[src/rtl/mips_instr_encoder_loader_if.sv]
// Request stream carrying one symbolic MIPS instruction per handshake.
// The producer (master) drives the fields and in_valid; the loader (slave) drives in_ready.
interface mips_instr_encoder_loader_if;
    logic        in_valid;
    logic        in_ready;
    logic [3:0]  in_op;
    logic [4:0]  in_rs;
    logic [4:0]  in_rt;
    logic [4:0]  in_rd;
    logic [4:0]  in_shamt;
    logic [15:0] in_imm;
    logic [25:0] in_target;
    logic        in_last;

    modport master (
        output in_valid, in_op, in_rs, in_rt, in_rd, in_shamt, in_imm, in_target, in_last,
        input  in_ready
    );

    modport slave (
        input  in_valid, in_op, in_rs, in_rt, in_rd, in_shamt, in_imm, in_target, in_last,
        output in_ready
    );
endinterface

[src/rtl/mips_instr_encoder_loader.sv]
// Encodes symbolic MIPS requests into 32-bit words and writes them sequentially
// into instruction memory, holding the CPU in reset while an image is loading.
module mips_instr_encoder_loader #(
    parameter int IMEM_ADDR_WIDTH = 8,
    parameter int BASE_ADDR       = 0
) (
    input  logic                       clk,
    input  logic                       rst_n,
    input  logic                       i_start,
    mips_instr_encoder_loader_if.slave req_if,
    output logic                       o_imem_we,
    output logic [IMEM_ADDR_WIDTH-1:0] o_imem_addr,
    output logic [31:0]                o_imem_wdata,
    output logic [IMEM_ADDR_WIDTH:0]   o_word_count,
    output logic                       o_busy,
    output logic                       o_done,
    output logic                       o_err,
    output logic                       o_cpu_hold
);
    localparam logic [IMEM_ADDR_WIDTH-1:0] LP_BASE = IMEM_ADDR_WIDTH'(BASE_ADDR);
    localparam logic [IMEM_ADDR_WIDTH-1:0] LP_TOP  = '1;

    typedef enum logic [1:0] {S_IDLE, S_LOAD, S_FLUSH, S_ERROR} state_t;

    state_t                     r_state;
    state_t                     w_next;
    logic                       r_we;
    logic [IMEM_ADDR_WIDTH-1:0] r_addr;
    logic [31:0]                r_wdata;
    logic [IMEM_ADDR_WIDTH:0]   r_count;
    logic                       r_done;
    logic                       r_err;

    logic                       w_ready;
    logic                       w_accept;
    logic                       w_legal;
    logic                       w_write;
    logic                       w_atTop;
    logic [31:0]                w_enc;
    logic [IMEM_ADDR_WIDTH-1:0] w_wrAddr;

    // A pending write still owns r_addr, so the next word lands one slot further on.
    assign w_ready  = (r_state == S_LOAD) && !i_start;
    assign w_accept = w_ready && req_if.in_valid;
    assign w_write  = w_accept && w_legal;
    assign w_wrAddr = r_addr + IMEM_ADDR_WIDTH'(r_we);
    assign w_atTop  = (w_wrAddr == LP_TOP);

    // Translate the symbolic request into its 32-bit machine word and flag unknown ops.
    always_comb begin
        w_legal = 1'b1;
        w_enc   = 32'h0;
        case (req_if.in_op)
            4'd0:  w_enc = {6'b000000, req_if.in_rs, req_if.in_rt, req_if.in_rd, 5'b00000, 6'b100000};
            4'd1:  w_enc = {6'b000000, req_if.in_rs, req_if.in_rt, req_if.in_rd, 5'b00000, 6'b100100};
            4'd2:  w_enc = {6'b000000, req_if.in_rs, req_if.in_rt, req_if.in_rd, 5'b00000, 6'b100101};
            4'd3:  w_enc = {6'b000000, req_if.in_rs, req_if.in_rt, req_if.in_rd, 5'b00000, 6'b100010};
            4'd4:  w_enc = {6'b000000, 5'b00000, req_if.in_rt, req_if.in_rd, req_if.in_shamt, 6'b000000};
            4'd5:  w_enc = {6'b100011, req_if.in_rs, req_if.in_rt, req_if.in_imm};
            4'd6:  w_enc = {6'b101011, req_if.in_rs, req_if.in_rt, req_if.in_imm};
            4'd7:  w_enc = {6'b001000, req_if.in_rs, req_if.in_rt, req_if.in_imm};
            4'd8:  w_enc = {6'b001100, req_if.in_rs, req_if.in_rt, req_if.in_imm};
            4'd9:  w_enc = {6'b000100, req_if.in_rs, req_if.in_rt, req_if.in_imm};
            4'd10: w_enc = {6'b000010, req_if.in_target};
            4'd11: w_enc = 32'h0;
            default: w_legal = 1'b0;
        endcase
    end

    // Load-sequence state register.
    always_ff @(posedge clk or negedge rst_n) begin
        if (!rst_n) begin
            r_state <= S_IDLE;
        end else begin
            r_state <= w_next;
        end
    end

    // Next state: start always wins; an accepted word decides between carrying on, finishing or aborting.
    always_comb begin
        w_next = r_state;
        if (i_start) begin
            w_next = S_LOAD;
        end else begin
            case (r_state)
                S_LOAD: begin
                    if (w_accept) begin
                        if (!w_legal) begin
                            w_next = S_ERROR;
                        end else if (req_if.in_last) begin
                            w_next = S_FLUSH;
                        end else if (w_atTop) begin
                            w_next = S_ERROR;
                        end
                    end
                end
                S_FLUSH: w_next = S_IDLE;
                default: w_next = r_state;
            endcase
        end
    end

    // Registered memory write port, address pointer, word counter and completion flags.
    always_ff @(posedge clk or negedge rst_n) begin
        if (!rst_n) begin
            r_we    <= 1'b0;
            r_addr  <= LP_BASE;
            r_wdata <= 32'h0;
            r_count <= '0;
            r_done  <= 1'b0;
            r_err   <= 1'b0;
        end else begin
            r_we  <= w_write;
            r_err <= (w_next == S_ERROR);
            if (w_write) begin
                r_wdata <= w_enc;
            end
            if (i_start) begin
                r_addr  <= LP_BASE;
                r_count <= '0;
                r_done  <= 1'b0;
            end else begin
                if (r_we && (r_addr != LP_TOP)) begin
                    r_addr <= r_addr + IMEM_ADDR_WIDTH'(1);
                end
                if (w_write) begin
                    r_count <= r_count + (IMEM_ADDR_WIDTH+1)'(1);
                end
                if (r_state == S_FLUSH) begin
                    r_done <= 1'b1;
                end
            end
        end
    end

    assign req_if.in_ready = w_ready;
    assign o_imem_we       = r_we;
    assign o_imem_addr     = r_addr;
    assign o_imem_wdata    = r_wdata;
    assign o_word_count    = r_count;
    assign o_busy          = (r_state != S_IDLE);
    assign o_cpu_hold      = (r_state != S_IDLE);
    assign o_done          = r_done;
    assign o_err           = r_err;
endmodule

[src/flat_wrapper.sv]
// flat-port wrapper written by rule: the top's interface ports become plain ports
module mips_instr_encoder_loader_flat 
#(
    parameter int IMEM_ADDR_WIDTH = 8,
    parameter int BASE_ADDR       = 0
)
  (clk, rst_n, i_start, o_imem_we, o_imem_addr, o_imem_wdata, o_word_count, o_busy, o_done, o_err, o_cpu_hold, req_if_in_valid, req_if_in_op, req_if_in_rs, req_if_in_rt, req_if_in_rd, req_if_in_shamt, req_if_in_imm, req_if_in_target, req_if_in_last, req_if_in_ready);
  mips_instr_encoder_loader_if req_if_i ();
  input  logic clk;
  input  logic rst_n;
  input  logic i_start;
  output logic o_imem_we;
  output logic [IMEM_ADDR_WIDTH-1:0] o_imem_addr;
  output logic [31:0] o_imem_wdata;
  output logic [IMEM_ADDR_WIDTH:0] o_word_count;
  output logic o_busy;
  output logic o_done;
  output logic o_err;
  output logic o_cpu_hold;
  input wire logic [$bits(req_if_i.in_valid)-1:0] req_if_in_valid;
  input wire logic [$bits(req_if_i.in_op)-1:0] req_if_in_op;
  input wire logic [$bits(req_if_i.in_rs)-1:0] req_if_in_rs;
  input wire logic [$bits(req_if_i.in_rt)-1:0] req_if_in_rt;
  input wire logic [$bits(req_if_i.in_rd)-1:0] req_if_in_rd;
  input wire logic [$bits(req_if_i.in_shamt)-1:0] req_if_in_shamt;
  input wire logic [$bits(req_if_i.in_imm)-1:0] req_if_in_imm;
  input wire logic [$bits(req_if_i.in_target)-1:0] req_if_in_target;
  input wire logic [$bits(req_if_i.in_last)-1:0] req_if_in_last;
  output wire logic [$bits(req_if_i.in_ready)-1:0] req_if_in_ready;
  assign req_if_i.in_valid = req_if_in_valid;
  assign req_if_i.in_op = req_if_in_op;
  assign req_if_i.in_rs = req_if_in_rs;
  assign req_if_i.in_rt = req_if_in_rt;
  assign req_if_i.in_rd = req_if_in_rd;
  assign req_if_i.in_shamt = req_if_in_shamt;
  assign req_if_i.in_imm = req_if_in_imm;
  assign req_if_i.in_target = req_if_in_target;
  assign req_if_i.in_last = req_if_in_last;
  assign req_if_in_ready = req_if_i.in_ready;
  mips_instr_encoder_loader #(.IMEM_ADDR_WIDTH(IMEM_ADDR_WIDTH), .BASE_ADDR(BASE_ADDR)) u_core (.clk(clk), .rst_n(rst_n), .i_start(i_start), .req_if(req_if_i), .o_imem_we(o_imem_we), .o_imem_addr(o_imem_addr), .o_imem_wdata(o_imem_wdata), .o_word_count(o_word_count), .o_busy(o_busy), .o_done(o_done), .o_err(o_err), .o_cpu_hold(o_cpu_hold));
endmodule
[config.mk]
export PLATFORM = sky130hd
export DESIGN_NAME = mips_instr_encoder_loader_flat
export DESIGN_NICKNAME = d
export VERILOG_FILES = /design/src/rtl/mips_instr_encoder_loader_if.sv /design/src/rtl/mips_instr_encoder_loader.sv /design/src/flat_wrapper.sv
export SDC_FILE = /design/constraint.sdc
export NUM_CORES = 1
export LEC_CHECK = 0
export ABC_AREA = 0
export ABC_CLOCK_PERIOD_IN_PS = 1600
export CORE_MARGIN = 2
export CORE_UTILIZATION = 40
export DETAILED_ROUTE_END_ITERATION = 16
export GPL_TIMING_DRIVEN = 0
export PLACE_DENSITY = 0.77
export SYNTH_ARGS = -nofsm -noshare
export SYNTH_HDL_FRONTEND = slang
export SYNTH_SLANG_ARGS = --single-unit
[constraint.sdc]
create_clock -name clk -period 1.6 [get_ports clk]
set_input_delay 0.48 -clock clk [delete_from_list [all_inputs] [get_ports clk]]
set_output_delay 0.48 -clock clk [all_outputs]
set_load 0.05 [all_outputs]
==> run summary <==
status - finished, violations left
failing checks - setup timing
clk root buf - clkbuf_8
non-filler instance count after layout - 621
nets - 597
Setup Slack @ Placement - -1.048 ns
Max Clk Rate - 540.9 MHz
DR WL/cell - 17.96 µm
Slew @ Worst Pin - 0.6769 ns
top post-synthesis cells by area - dfrtp_1, a22oi_1, a22o_1
Initial Util - 41.73%
Pwr per Cell Area - 1348 nW/µm²
crit path max-delay cell type - dfrtp_1
Layout fillers - 610
Gate power share - 61.7%
switch share - 48.35%
Largest stage delay, worst path - 0.42 ns
vias per cell - 5.747
Placed Instances - 581
Post-Syn Area - 3274 µm²
vias in the first global route - 3493
Synth Area per Inst - 9.198 µm²
Pleak - 2.261 nW
Hold Path Class - in -> async
clk slew on worst S/H paths - 0.10 ns
MaxCap Viol Count - 0
CTS H-tree depth - 2
Max Slew Vio Count - 0
Core Area - 7848 µm²
fraction of registers with async set/reset - 100.0%
Int Power - 3.773 mW
overall power - 7.305 mW
ratio of cells with drive above 1 in the final layout - 38.92%
CTS tree - yes
Setup TNS - -3.144 ns
# IOs - 126
cell count after synthesis - 356
largest area contributor in the netlist - dfrtp_1
RSZ-0062 raised after global routing - true
sequential power share - 28.0%
GRT Util Overall - 23.12%
worst-skew pair later-pin latency - 0.31 ns
Post-Syn Nets - 435
Rel. slew slack - 54.87%
fin crit period - 1.849 ns
clock sink total - 52
Worst Skew - 0.01311 ns
area of the die - 8926 µm²
synth-to-layout area growth - 65.49%
DRT iter0 DRCs - 131
setup ws final - -0.2489 ns
CP dominant cell by count - buf_8
worst hold margin - 0.1936 ns
Die X - 94.48 µm
grt total ovfl - 0
Placer Congestion - 0.8692
worst path cell trace - inv_2 -> ha_4 -> clkinvlp_4 -> buf_8 -> buf_8
Clock power frac - 10.3%
CP Data Required Time - 1.12 ns
Fin. Hold Viols - 0
vias - 3569
Seq cells post-synth - 52
period utilisation layout - 115.6%
post-synth cell types - 55
first-pass GRT wire length - 16470 µm
Setup crit start kind - flip-flop
final wirelength - 11150 µm
Synth Warn # - 0
Max IR drop VDD - 786.2 µV
initial antenna violation count - 0
num rows - 32
number of synthesized flops with an enable pin - 0
ys flop type - dfrtp_1
number of antenna diodes - 0
delay-heaviest family, CP - buffers and inverters
largest net degree at the start of global routing - 28
Buf/Inv on CP - 4
Yosys top cell area share - 39.74%
reg2reg path depth - 8
Worst Path Max Fanout - 3
PortBufs - 122
top cells by count, synth - dfrtp_1, nand2_1, o21ai_0, nor2_1, a22oi_1
DP HPWL - 7437 µm
WP data arrival - 1.37 ns
count leader, synth - dfrtp_1
CP endpoint kind - output port
Crit path depth - 5
Final setup viols - 41
CTS max path bufs - 2
NetSw - 3.532 mW
TritonRoute pass-1 iters - 4
register area share after synthesis - 39.74%
DRC - 0
Die H - 94.48 µm
CTS buffer count - 5
Setup CP Type - reg -> out
Final ANT Viol Nets - 0
==> sequential cells by signal, summed over array words and instances (netlist names) <==
signal,count
u_core.o_imem_wdata,30
u_core.o_word_count,9
u_core.o_imem_addr,8
u_core.r_state,2
u_core.o_done,1
u_core.o_err,1
u_core.o_imem_we,1
==> logic make-up after synthesis <==
kind of cell,share of synthesized area (%)
mux,0.9171
compound gates,27.51
xor+xnor,2.943
other cells,0.1145
flops,39.74
simple gates,18.84
buf+inv,6.878
fa+ha+maj,3.057
==> worst register-to-register path, cell delays in order, from the launching register on <==
cell,delay [ns]
dfrtp_1,0.42
inv_2,0.13
ha_4,0.17
buf_4,0.11
buf_6,0.09
nand3b_4,0.16
nor4_2,0.37
xnor2_1,0.16
nor2_1,0.05
==> metal layers <==
| metal | vias up | share of wire, % | GRT usage (%) |
|---|---|---|---|
| met4 | 0 | 1.8 | 8.092 |
| met2 | 146 | 51 | 40.24 |
| met5 | - | 0 | 0 |
| met1 | 1740 | 41 | 28.15 |
| li1 | 1665 | - | - |
| met3 | 18 | 6.8 | 5.188 |
==> repair_timing <==
item,in CTS,in global routing
hold buffers,0,0
buffers inserted,18,10
cloned,1,3
resized for setup,232,131
endpoints found under the setup margin,99,53
pin swaps,3,31
==> metrics by stage <==
step	util [%]	cell area (µm²)
finish	69.05	5419
detailed placement	60.11	4717
global placement	59.92	4702
floorplan	-	3353
global route	69.05	5419
CTS	64.48	5060
==> power groups by stage <==
stage	Combinational [mW]	Clock (mW)	Sequential [mW]
6_report	4.51	0.755	2.04
5_1_grt	4.72	0.821	2.10
4_1_cts	3.98	0.764	1.97
3_5_place_dp	3.81	0	2.01
3_3_place_gp	3.75	0	2.01
2_1_floorplan	1.17	0	3.30
==> worst paths after layout <==
path,slack [ns],from,endpoint
min,0.19,rst_n,u_core.o_imem_addr[7]
max in group asynchronous,0.81,rst_n,u_core.o_imem_wdata[2]
min reg2reg,0.49,u_core.o_imem_wdata[9],u_core.o_imem_wdata[9]
max reg2reg,-0.19,u_core.r_state[1],u_core.o_word_count[6]
max,-0.25,u_core.r_state[1],o_cpu_hold
min in group clk,0.49,u_core.o_imem_wdata[9],u_core.o_imem_wdata[9]
==> area by class of cell <==
cell class | instances | area (µm²) | area share (%)
multi-input cells | 261 | 2096 | 38.67
repair buffers | 155 | 1486 | 27.43
flip-flops and latches | 52 | 1313 | 24.22
plain buffers | 31 | 254.0 | 4.687
well taps | 102 | 127.6 | 2.355
clock buffers | 6 | 72.57 | 1.339
inverters | 12 | 57.56 | 1.062
clock inverters | 2 | 12.51 | 0.2309
==> layout by cell type, fill, tap and decap left out, types with 12 or more instances in the layout <==
master / synthesis / final
clkdlybuf4s15_2: 0 / 28
clkdlybuf4s50_1: 0 / 63
nand2_2: 1 / 12
dfrtp_1: 52 / 43
buf_6: 3 / 16
o21ai_2: 1 / 13
buf_4: 7 / 23
buf_2: 12 / 29
a22o_1: 16 / 15
nand2_1: 31 / 12
a22oi_1: 20 / 18
nor2_1: 22 / 21
Note: power is estimated with default switching activity, not from simulation.
